--- config.mk ---
export PLATFORM = sky130hd
export DESIGN_NAME = morph_stream_stage
export DESIGN_NICKNAME = d
export VERILOG_FILES = /design/src/rtl/morph_stream_stage.sv
export SDC_FILE = /design/constraint.sdc
export NUM_CORES = 1
export LEC_CHECK = 0
export BUFFER_PORTS_ARGS = -buffer_cell sky130_fd_sc_hd__buf_2
export CAP_MARGIN = 5
export CORE_MARGIN = 4
export CORE_UTILIZATION = 35
export CTS_CLUSTER_DIAMETER = 30
export CTS_CLUSTER_SIZE = 8
export DETAILED_ROUTE_END_ITERATION = 16
export SLEW_MARGIN = 10
export SYNTH_ARGS = -nofsm -noshare
export SYNTH_HDL_FRONTEND = slang
export SYNTH_SLANG_ARGS = --single-unit
--- constraint.sdc ---
create_clock -name clock -period 9.1 [get_ports clock]
set_input_delay 0.91 -clock clock [delete_from_list [all_inputs] [get_ports clock]]
set_output_delay 0.91 -clock clock [all_outputs]
set_load 0.02 [all_outputs]
--- src/rtl/morph_stream_stage.sv ---
// Streaming 3x3 binary morphology stage (bypass / erode / dilate / edge) over a
// row-major 1-bit raster, with internal line buffers, border padding and flush.
module morph_stream_stage #(
    parameter int IMG_W = 128,
    parameter int IMG_H = 256,
    parameter int CW    = 8,
    parameter int RW    = 8
) (
    input  logic       clock,
    input  logic       reset_n,
    input  logic [1:0] mode,
    input  logic       in_valid,
    input  logic       in_sof,
    input  logic       in_pixel,
    output logic       in_ready,
    output logic       out_valid,
    output logic       out_sof,
    output logic       out_pixel,
    output logic       busy
);

    typedef enum logic [1:0] {S_IDLE, S_RUN, S_FLUSH} state_t;
    typedef enum logic [1:0] {M_BYPASS = 2'b00, M_ERODE = 2'b01,
                              M_DILATE = 2'b10, M_EDGE  = 2'b11} mode_t;

    localparam int AW = $clog2(IMG_W);
    localparam logic [CW-1:0] COL_LAST   = CW'(IMG_W - 1);
    localparam logic [RW-1:0] ROW_LAST   = RW'(IMG_H - 1);
    localparam logic [CW:0]   FLUSH_LAST = (CW + 1)'(IMG_W);

    state_t        state_q, state_d;
    mode_t         mode_q, mode_d;
    logic [CW-1:0] in_col_q, in_col_d, out_col_q, out_col_d;
    logic [RW-1:0] in_row_q, in_row_d, out_row_q, out_row_d;
    logic [CW:0]   flush_cnt_q, flush_cnt_d;
    logic [2:0]    win_top_q, win_top_d, win_mid_q, win_mid_d, win_bot_q, win_bot_d;
    logic          in_ready_q, in_ready_d, busy_q, busy_d;
    logic          out_valid_q, out_valid_d, out_sof_q, out_sof_d, out_pixel_q, out_pixel_d;

    logic          lb0_mem [IMG_W];
    logic          lb1_mem [IMG_W];
    logic [AW-1:0] lb_addr;
    logic          lb0_rd, lb1_rd;

    logic accept, run_emit;
    logic restart, beat, emit, lb_we, beat_pix, last_px;
    logic [2:0] pad_col, pad_top, pad_bot;
    logic ero, dil, result;

    assign accept   = in_valid & in_ready_q;
    // Beat index >= IMG_W+1 means the window center is a real output pixel.
    assign run_emit = (in_row_q >= RW'(2)) || ((in_row_q == RW'(1)) && (in_col_q != '0));

    // NOTE: every signal gets a default before the case so no latch is inferred.
    always_comb begin
        restart  = 1'b0;
        beat     = 1'b0;
        emit     = 1'b0;
        lb_we    = 1'b0;
        beat_pix = 1'b0;
        last_px  = 1'b0;
        unique case (state_q)
            S_IDLE:  restart = accept & in_sof;
            S_RUN: begin
                if (accept) begin
                    if (in_sof) begin
                        restart = 1'b1;
                    end else begin
                        beat     = 1'b1;
                        lb_we    = 1'b1;
                        beat_pix = in_pixel;
                        emit     = run_emit;
                        last_px  = (in_row_q == ROW_LAST) && (in_col_q == COL_LAST);
                    end
                end
            end
            S_FLUSH: begin
                beat = 1'b1;
                emit = 1'b1;
            end
            default: ;
        endcase
        if (restart) begin
            beat     = 1'b1;
            lb_we    = 1'b1;
            beat_pix = in_pixel;
        end
    end

    assign lb_addr = restart ? '0 : in_col_q[AW-1:0];
    assign lb0_rd  = lb0_mem[lb_addr];
    assign lb1_rd  = lb1_mem[lb_addr];

    // NOTE: line buffers carry no reset; border padding masks any stale content.
    always_ff @(posedge clock) begin
        if (lb_we) begin
            lb0_mem[lb_addr] <= beat_pix;
            lb1_mem[lb_addr] <= lb0_rd;
        end
    end

    always_comb begin
        state_d     = state_q;
        mode_d      = mode_q;
        in_col_d    = in_col_q;
        in_row_d    = in_row_q;
        out_col_d   = out_col_q;
        out_row_d   = out_row_q;
        flush_cnt_d = flush_cnt_q;
        win_top_d   = win_top_q;
        win_mid_d   = win_mid_q;
        win_bot_d   = win_bot_q;

        // Bit 0 is the newest column (c+1), bit 2 the oldest (c-1).
        if (beat) begin
            win_top_d = {win_top_q[1:0], lb1_rd};
            win_mid_d = {win_mid_q[1:0], lb0_rd};
            win_bot_d = {win_bot_q[1:0], beat_pix};
        end

        pad_col = {out_col_q == '0, 1'b0, out_col_q == COL_LAST};
        pad_top = pad_col | {3{out_row_q == '0}};
        pad_bot = pad_col | {3{out_row_q == ROW_LAST}};
        ero = (&(win_top_d | pad_top)) & (&(win_mid_d | pad_col)) & (&(win_bot_d | pad_bot));
        dil = (|(win_top_d & ~pad_top)) | (|(win_mid_d & ~pad_col)) | (|(win_bot_d & ~pad_bot));
        unique case (mode_q)
            M_BYPASS: result = win_mid_d[1];
            M_ERODE:  result = ero;
            M_DILATE: result = dil;
            M_EDGE:   result = ero ^ dil;
            default:  result = 1'b0;
        endcase

        out_valid_d = emit;
        out_sof_d   = emit && (out_row_q == '0) && (out_col_q == '0);
        out_pixel_d = emit ? result : out_pixel_q;

        if (restart) begin
            state_d   = S_RUN;
            mode_d    = mode_t'(mode);
            in_col_d  = CW'(1);
            in_row_d  = '0;
            out_col_d = '0;
            out_row_d = '0;
        end else begin
            if (beat) begin
                if (in_col_q == COL_LAST) begin
                    in_col_d = '0;
                    in_row_d = (in_row_q == ROW_LAST) ? '0 : in_row_q + RW'(1);
                end else begin
                    in_col_d = in_col_q + CW'(1);
                end
            end
            if (emit) begin
                if (out_col_q == COL_LAST) begin
                    out_col_d = '0;
                    out_row_d = (out_row_q == ROW_LAST) ? '0 : out_row_q + RW'(1);
                end else begin
                    out_col_d = out_col_q + CW'(1);
                end
            end
            if (last_px) begin
                state_d     = S_FLUSH;
                flush_cnt_d = '0;
            end
            if (state_q == S_FLUSH) begin
                flush_cnt_d = flush_cnt_q + (CW + 1)'(1);
                if (flush_cnt_q == FLUSH_LAST) state_d = S_IDLE;
            end
        end

        in_ready_d = (state_d != S_FLUSH);
        busy_d     = (state_d != S_IDLE);
    end

    // NOTE: sequential state uses non-blocking assignments only.
    always_ff @(posedge clock or negedge reset_n) begin
        if (!reset_n) begin
            state_q     <= S_IDLE;
            mode_q      <= M_BYPASS;
            in_col_q    <= '0;
            in_row_q    <= '0;
            out_col_q   <= '0;
            out_row_q   <= '0;
            flush_cnt_q <= '0;
            win_top_q   <= '0;
            win_mid_q   <= '0;
            win_bot_q   <= '0;
            in_ready_q  <= 1'b1;
            busy_q      <= 1'b0;
            out_valid_q <= 1'b0;
            out_sof_q   <= 1'b0;
            out_pixel_q <= 1'b0;
        end else begin
            state_q     <= state_d;
            mode_q      <= mode_d;
            in_col_q    <= in_col_d;
            in_row_q    <= in_row_d;
            out_col_q   <= out_col_d;
            out_row_q   <= out_row_d;
            flush_cnt_q <= flush_cnt_d;
            win_top_q   <= win_top_d;
            win_mid_q   <= win_mid_d;
            win_bot_q   <= win_bot_d;
            in_ready_q  <= in_ready_d;
            busy_q      <= busy_d;
            out_valid_q <= out_valid_d;
            out_sof_q   <= out_sof_d;
            out_pixel_q <= out_pixel_d;
        end
    end

    assign in_ready  = in_ready_q;
    assign busy      = busy_q;
    assign out_valid = out_valid_q;
    assign out_sof   = out_sof_q;
    assign out_pixel = out_pixel_q;

endmodule

* Yosys cells after proc, flatten, opt, wreduce, memory -nomap -nowiden
Memory sizes are Yosys's and may differ from the RTL's.
Index checks and enable logic that the tools add are counted.
** Word-level totals
- Logic and storage cells :: 125
- Flip-flop bits (word level) :: 59
- Bits of input ports :: 7
- Output and inout bits :: 5
- Bits in writable memories :: 256
- Memories kept :: 2
** Operators by class
- Multiplexer cells :: 46
- Add/sub/neg operators :: 5
- Equal/unequal tests :: 12
- Reduce and logical (&&, ||, !) cells :: 25
- $lt $le $gt $ge :: 1
- Bitwise gates (word level) :: 19
** Memory list
- lb0_mem :: depth 128, bits a word 1, read ports 1, clocked after Yosys merged registers in 0, write ports 1, line 40 : logic lb0_mem [IMG_W];
- lb1_mem :: depth 128, bits a word 1, read ports 1, clocked after Yosys merged registers in 0, write ports 1, line 41 : logic lb1_mem [IMG_W];
** Operators with widths (count)
- 8-bit 2-to-1 mux :: 14
- 8-bit by 1-bit adder with 8-bit output, second input constant :: 4
- 1-bit 2-to-1 mux :: 18
- 9-bit 2-to-1 mux :: 2
- 8-bit by 7-bit equality test with 1-bit output, second input constant :: 2
- 8-bit equality test, second input constant :: 2
- 8-bit logical NOT :: 2
- 3-bit bitwise OR :: 5
- 2-bit nonzero test :: 6
- 9-bit by 1-bit adder with 9-bit output, second input constant :: 1
- 3-bit AND :: 3
- 9-bit by 8-bit equality test with 1-bit output, second input constant :: 1
- 3-bit 2-to-1 mux :: 3
- 3-bit inverter :: 3
- 3-bit AND reduction :: 3
- 3-bit OR reduction :: 3
- 8-bit by 1-bit equality test with 1-bit output, second input constant :: 1
- 8-bit by 2-bit >= comparator with 1-bit output, second input constant :: 1
- 2-bit 2-to-1 mux :: 4
- 8-bit nonzero test :: 1
- 7-bit 2-to-1 mux :: 1
- 2-bit equality test, second input constant :: 3
- 1-bit one-hot mux with 2 select lines :: 3
- 2-bit AND reduction :: 3
- other kinds (10) :: 19

* Depth between registers and ports, before layout
An unclocked memory read counts as a cell.
- Depth in word-level cells :: 12
- Mapped depth :: 13
- Gate-level depth less buffers :: 12

* Worst setup path before layout
OpenSTA, ideal clock, no wires.
- Path kind :: input to register
- From :: input port in_valid
- To :: memory lb0_mem[0] (data pin)
- Buffers on the path :: 3
- Path slack :: 5.077 ns
- Setup time :: 0.525 ns
- Required time :: 8.575 ns
- Arrival time :: 3.498 ns
- Stages on the path :: 5
- Cells stage by stage :: o2111a_1 buf_2 clkbuf_1 clkbuf_1 o21a_1
** Between the ends
- Longest elaborated chain between the ends :: 4
- Elaborated cells between the ends (all ways) :: 7
- Those cells by class :: mux (5); bitwise (2)
** Ends and longest elaborated chain
- from (decl) :: line 12 : input logic in_valid,
- 1-bit AND (*) :: line 50 : assign accept = in_valid & in_ready_q;
- 1-bit 2-to-1 mux or 1-bit AND (tied branches) :: line 65, 63
- 1-bit one-hot mux with 2 select lines or 1-bit 2-to-1 mux (tied branches) :: line 62 : unique case (state_q)
- 1-bit 2-to-1 mux (*) :: line 83 : if (restart) begin
- named net beat_pix :: line 46 : logic restart, beat, emit, lb_we, beat_pix, last_px;
- to (decl) :: line 40
Mark *: on every way through the listed nets, which the timed path passes. The rest lies on a longest branch.

* Final worst setup path
- From :: register in_col_q[2]
- To :: memory lb1_mem[121] (data pin)
** Between the ends
- Longest elaborated chain between the ends :: 2
** Ends and longest elaborated chain
- from (decl) :: line 33 : logic [CW-1:0] in_col_q, in_col_d, out_col_q, out_col_d;
- from (signal assigned) :: line 197 : in_col_q <= in_col_d;
- 7-bit 2-to-1 mux :: line 90 : assign lb_addr = restart ? '0 : in_col_q[AW-1:0];
- memory read 128 x 1 bit
- named net lb0_rd :: line 43 : logic lb0_rd, lb1_rd;
- to (decl) :: line 41
The timed path passes the listed nets, and every way through them passes these cells.

==> out/results.ini <==
[logic_synthesis]
synth-simple-area-share=0.131
synthCells=1104
ys_top_cells_by_count=edfxtp_1, nor2_1, nand2_1
synth_top_family_by_area=simple AND/OR/NAND/NOR gates
synthMuxAreaShare=0.0752
syn_nets=1125
ys_seq_area_frac=0.647
synth_compound_area_frac=0.0968
synth_top_area_cell=edfxtp_1
yosysMostFrequentCell=edfxtp_1
avgSynthCellArea_sq_um=12.8
synthesis.area_sq_um=14200
ys_top_cells_by_area=edfxtp_1, dfrtp_1, nor2_1, mux4_2, mux2_2
ys.flop_type=edfxtp_1
synthArstFlopShare=0.187
synth_fa_ha_area_frac=0.0124
synth_cell_types=67
yosysTopAreaCellShare=0.543
synth_xor_area_frac=0.00866
synth-seq-cells=315
ys_warn_count=0
synth-edff-count=256

[timing]
setup-tns-final_ns=0
fin_crit_ns=4.57
fin_worst_skew_ns=0.0163
hold_slack_ns=0.520
maxSlewViolCount=0
finalCritPeriodShare=0.502
grt_setup_unrepaired=false
worst_slack_ns=4.53
max_freq_mhz=219
hold_viol=0
slew_headroom=0.234
tightest_slew_ns=1.15
setup_viol=0

[power_and_ir_drop]
p_per_area_nw_per_um2=280
cellLeakagePower_nw=5.91
peakVddDrop_mv=0.127

[route]
drt_pass1_iterations=5
drc=0
drt_iter0_markers=1050
viasPerCell=5.55
ant_nets=0
routed_wl_microns=36400
routedWlPerCell_microns=21.2
route.vias.total=9554

[floorplanning]
die_x_microns=209
die_h_microns=209
ios=12
die_area_sq_um=43800
initial_utilization=0.355
num_rows=73
core_area_sq_um=39900

[status]
status=finished clean

[place]
dp.final_hpwl_microns=21600
place_ws_ns=4.63
dp_cells=1591
place_congestion=0.934
portBuffers=11

[global_route]
grt_pass1_vias=9597
grt_pass1_wl_microns=56400
antenna_found_initial=0
grt_usage=0.164
grt_max_degree=112
overflow=0

[clock_network]
htree_levels=3
cts_tree=yes
clk_root_buffer_cell=clkbuf_16
clockBufferDepth=3
cts_setup_buffers=0
cts_buffers=72
clk-insertion-delay-late_ns=0.56
clock_sinks=315
clkSlewWorstSetupHoldPaths_ns=0.04
holdBufCountCts=0
cts.repair.resized=0

[layout]
layout-drive-gt1-share=0.170
n_antenna_cell=0
area_growth_pct=21.3
layout.nets=1161
filler_cell_count=3604
stdcell_count=1722
utilization=0.430

[setup_path]
worstPathMaxFanout=96
ff2ff_setup_slack_ns=4.53
crit_required_ns=9.32
cp_slowest_cell=buf_4
path_common_cell=buf_4
path_cells=buf_4 -> and3_1 -> a221o_1 -> nor4_1 -> or4_1 -> a22oi_1 -> a21o_4 -> buf_4
rr_endpoint=lb1_mem[121]
crit_type=reg2reg
r2r-start=in_col_q[2]
cp.arrival_ns=4.79
cp_slowest_stage_delay_ns=0.81
worst-path-buf-inv=2
startpoint_type=flip-flop
crit_family=buffers and inverters
critPathCaptureType=flip-flop
r2r.worst_path.cells=8

[min_path]
hp-class=in2async

[run]
cap_violations=0

[per-layer routing]
metal | track usage | part of all wire
met3 | 0.0450 | 0.081
met4 | 0.0626 | 0.037
met5 | 0 | 0
met2 | 0.249 | 0.46
met1 | 0.225 | 0.43
[power breakdown]
group	switching (mW)	internal (mW)
registers	0.0395	1.65
logic	0.317	0.158
clock network	0.805	1.84
total	1.16	3.64
[how the worst max path moves through the flow]
stage          slack (ns)         from            to  cells past startpoint
2_1_floorplan        5.08     in_valid    lb0_mem[0]                      5
3_3_place_gp         4.64  in_col_q[2]   lb1_mem[38]                      8
3_5_place_dp         4.63  in_col_q[2]   lb1_mem[38]                      8
4_1_cts              4.62  in_col_q[2]   lb1_mem[11]                      8
5_1_grt              4.24  in_col_q[2]  lb1_mem[125]                      8
6_report             4.53  in_col_q[2]  lb1_mem[121]                      8
[layout make-up]
class / instances / area (sq um) / area share
multi-input combinational: 707 / 4610 / 0.268
clock buffer: 85 / 1910 / 0.111
tap: 525 / 657 / 0.0382
sequential: 315 / 9170 / 0.534
timing repair buffer: 25 / 160 / 0.00932
clock inverter: 46 / 597 / 0.0347
inverter: 19 / 71.3 / 0.00415
[placed cells by master (no fill, tap or decap), types with 5 or more instances in the layout]
cell        synthesis  layout
a31oi_1             9       9
nor4_1              5       5
a22oi_1            10      10
clkinv_1            0       9
bufinv_16           0      12
nor3_1             19      19
clkinvlp_4          0       7
xor2_1             14      14
clkbuf_16           0      73
nand3b_1            5       5
o211ai_1            5       5
mux4_2             18      18
dfrtp_1            58      55
a221oi_1           10      10
nand3_1            38      38
o21ai_0            53      53
o31ai_1             6       6
mux2i_1            31      31
a221o_1            13      13
inv_1              19      19
buf_4              15      14
nor2b_1            11      11
and2_1              8       8
buf_2              11      11
and3_1             12      12
nand4_1            16      16
clkinv_2            0       9
mux2_2             31      31
nor3b_1             5       5
nor2_1            176     176
or3_1               7       7
ha_1               14      14
edfxtp_1          256     256
clkbuf_1           29       8
a21oi_1            37      37
nand2_1            78      78
a211oi_1           13      13
[through the flow]
stage | instance area (sq um) | total power, mW
5_1_grt | 17200 | 4.98
6_report | 17200 | 4.81
3_5_place_dp | 14700 | 2.18
4_1_cts | 17200 | 4.84
3_3_place_gp | 14700 | 2.18
2_1_floorplan | 14200 | 2.04
[registers in the layout (all words and copies together) (netlist names)]
| signal | flops |
|---|---|
| busy | 1 |
| flush_cnt_q | 9 |
| in_col_q | 8 |
| in_ready | 1 |
| in_row_q | 8 |
| lb0_mem | 128 |
| lb1_mem | 128 |
| mode_q | 2 |
| out_col_q | 8 |
| out_pixel | 1 |
| out_row_q | 8 |
| out_sof | 1 |
| out_valid | 1 |
| state_q | 2 |
| win_bot_q | 3 |
| win_mid_q | 3 |
| win_top_q | 3 |
[logic make-up after synthesis]
kind of cell               Yosys count
and+or+nand+nor                    400
DFF                                315
AOI/OAI and AO/OA                  199
buffers and inverters               82
muxes                               80
xor gates and xnor gates            14
adders and majority gates           14
[worst register-to-register path: cells and delay by family (launching register included)]
| kind | cells | cell delay [ns] |
|---|---|---|
| buf+inv | 2 | 1.61 |
| flops | 1 | 0.68 |
| simple gates | 3 | 1.08 |
| compound gates | 3 | 0.78 |
(Power assumes the default switching activity.)
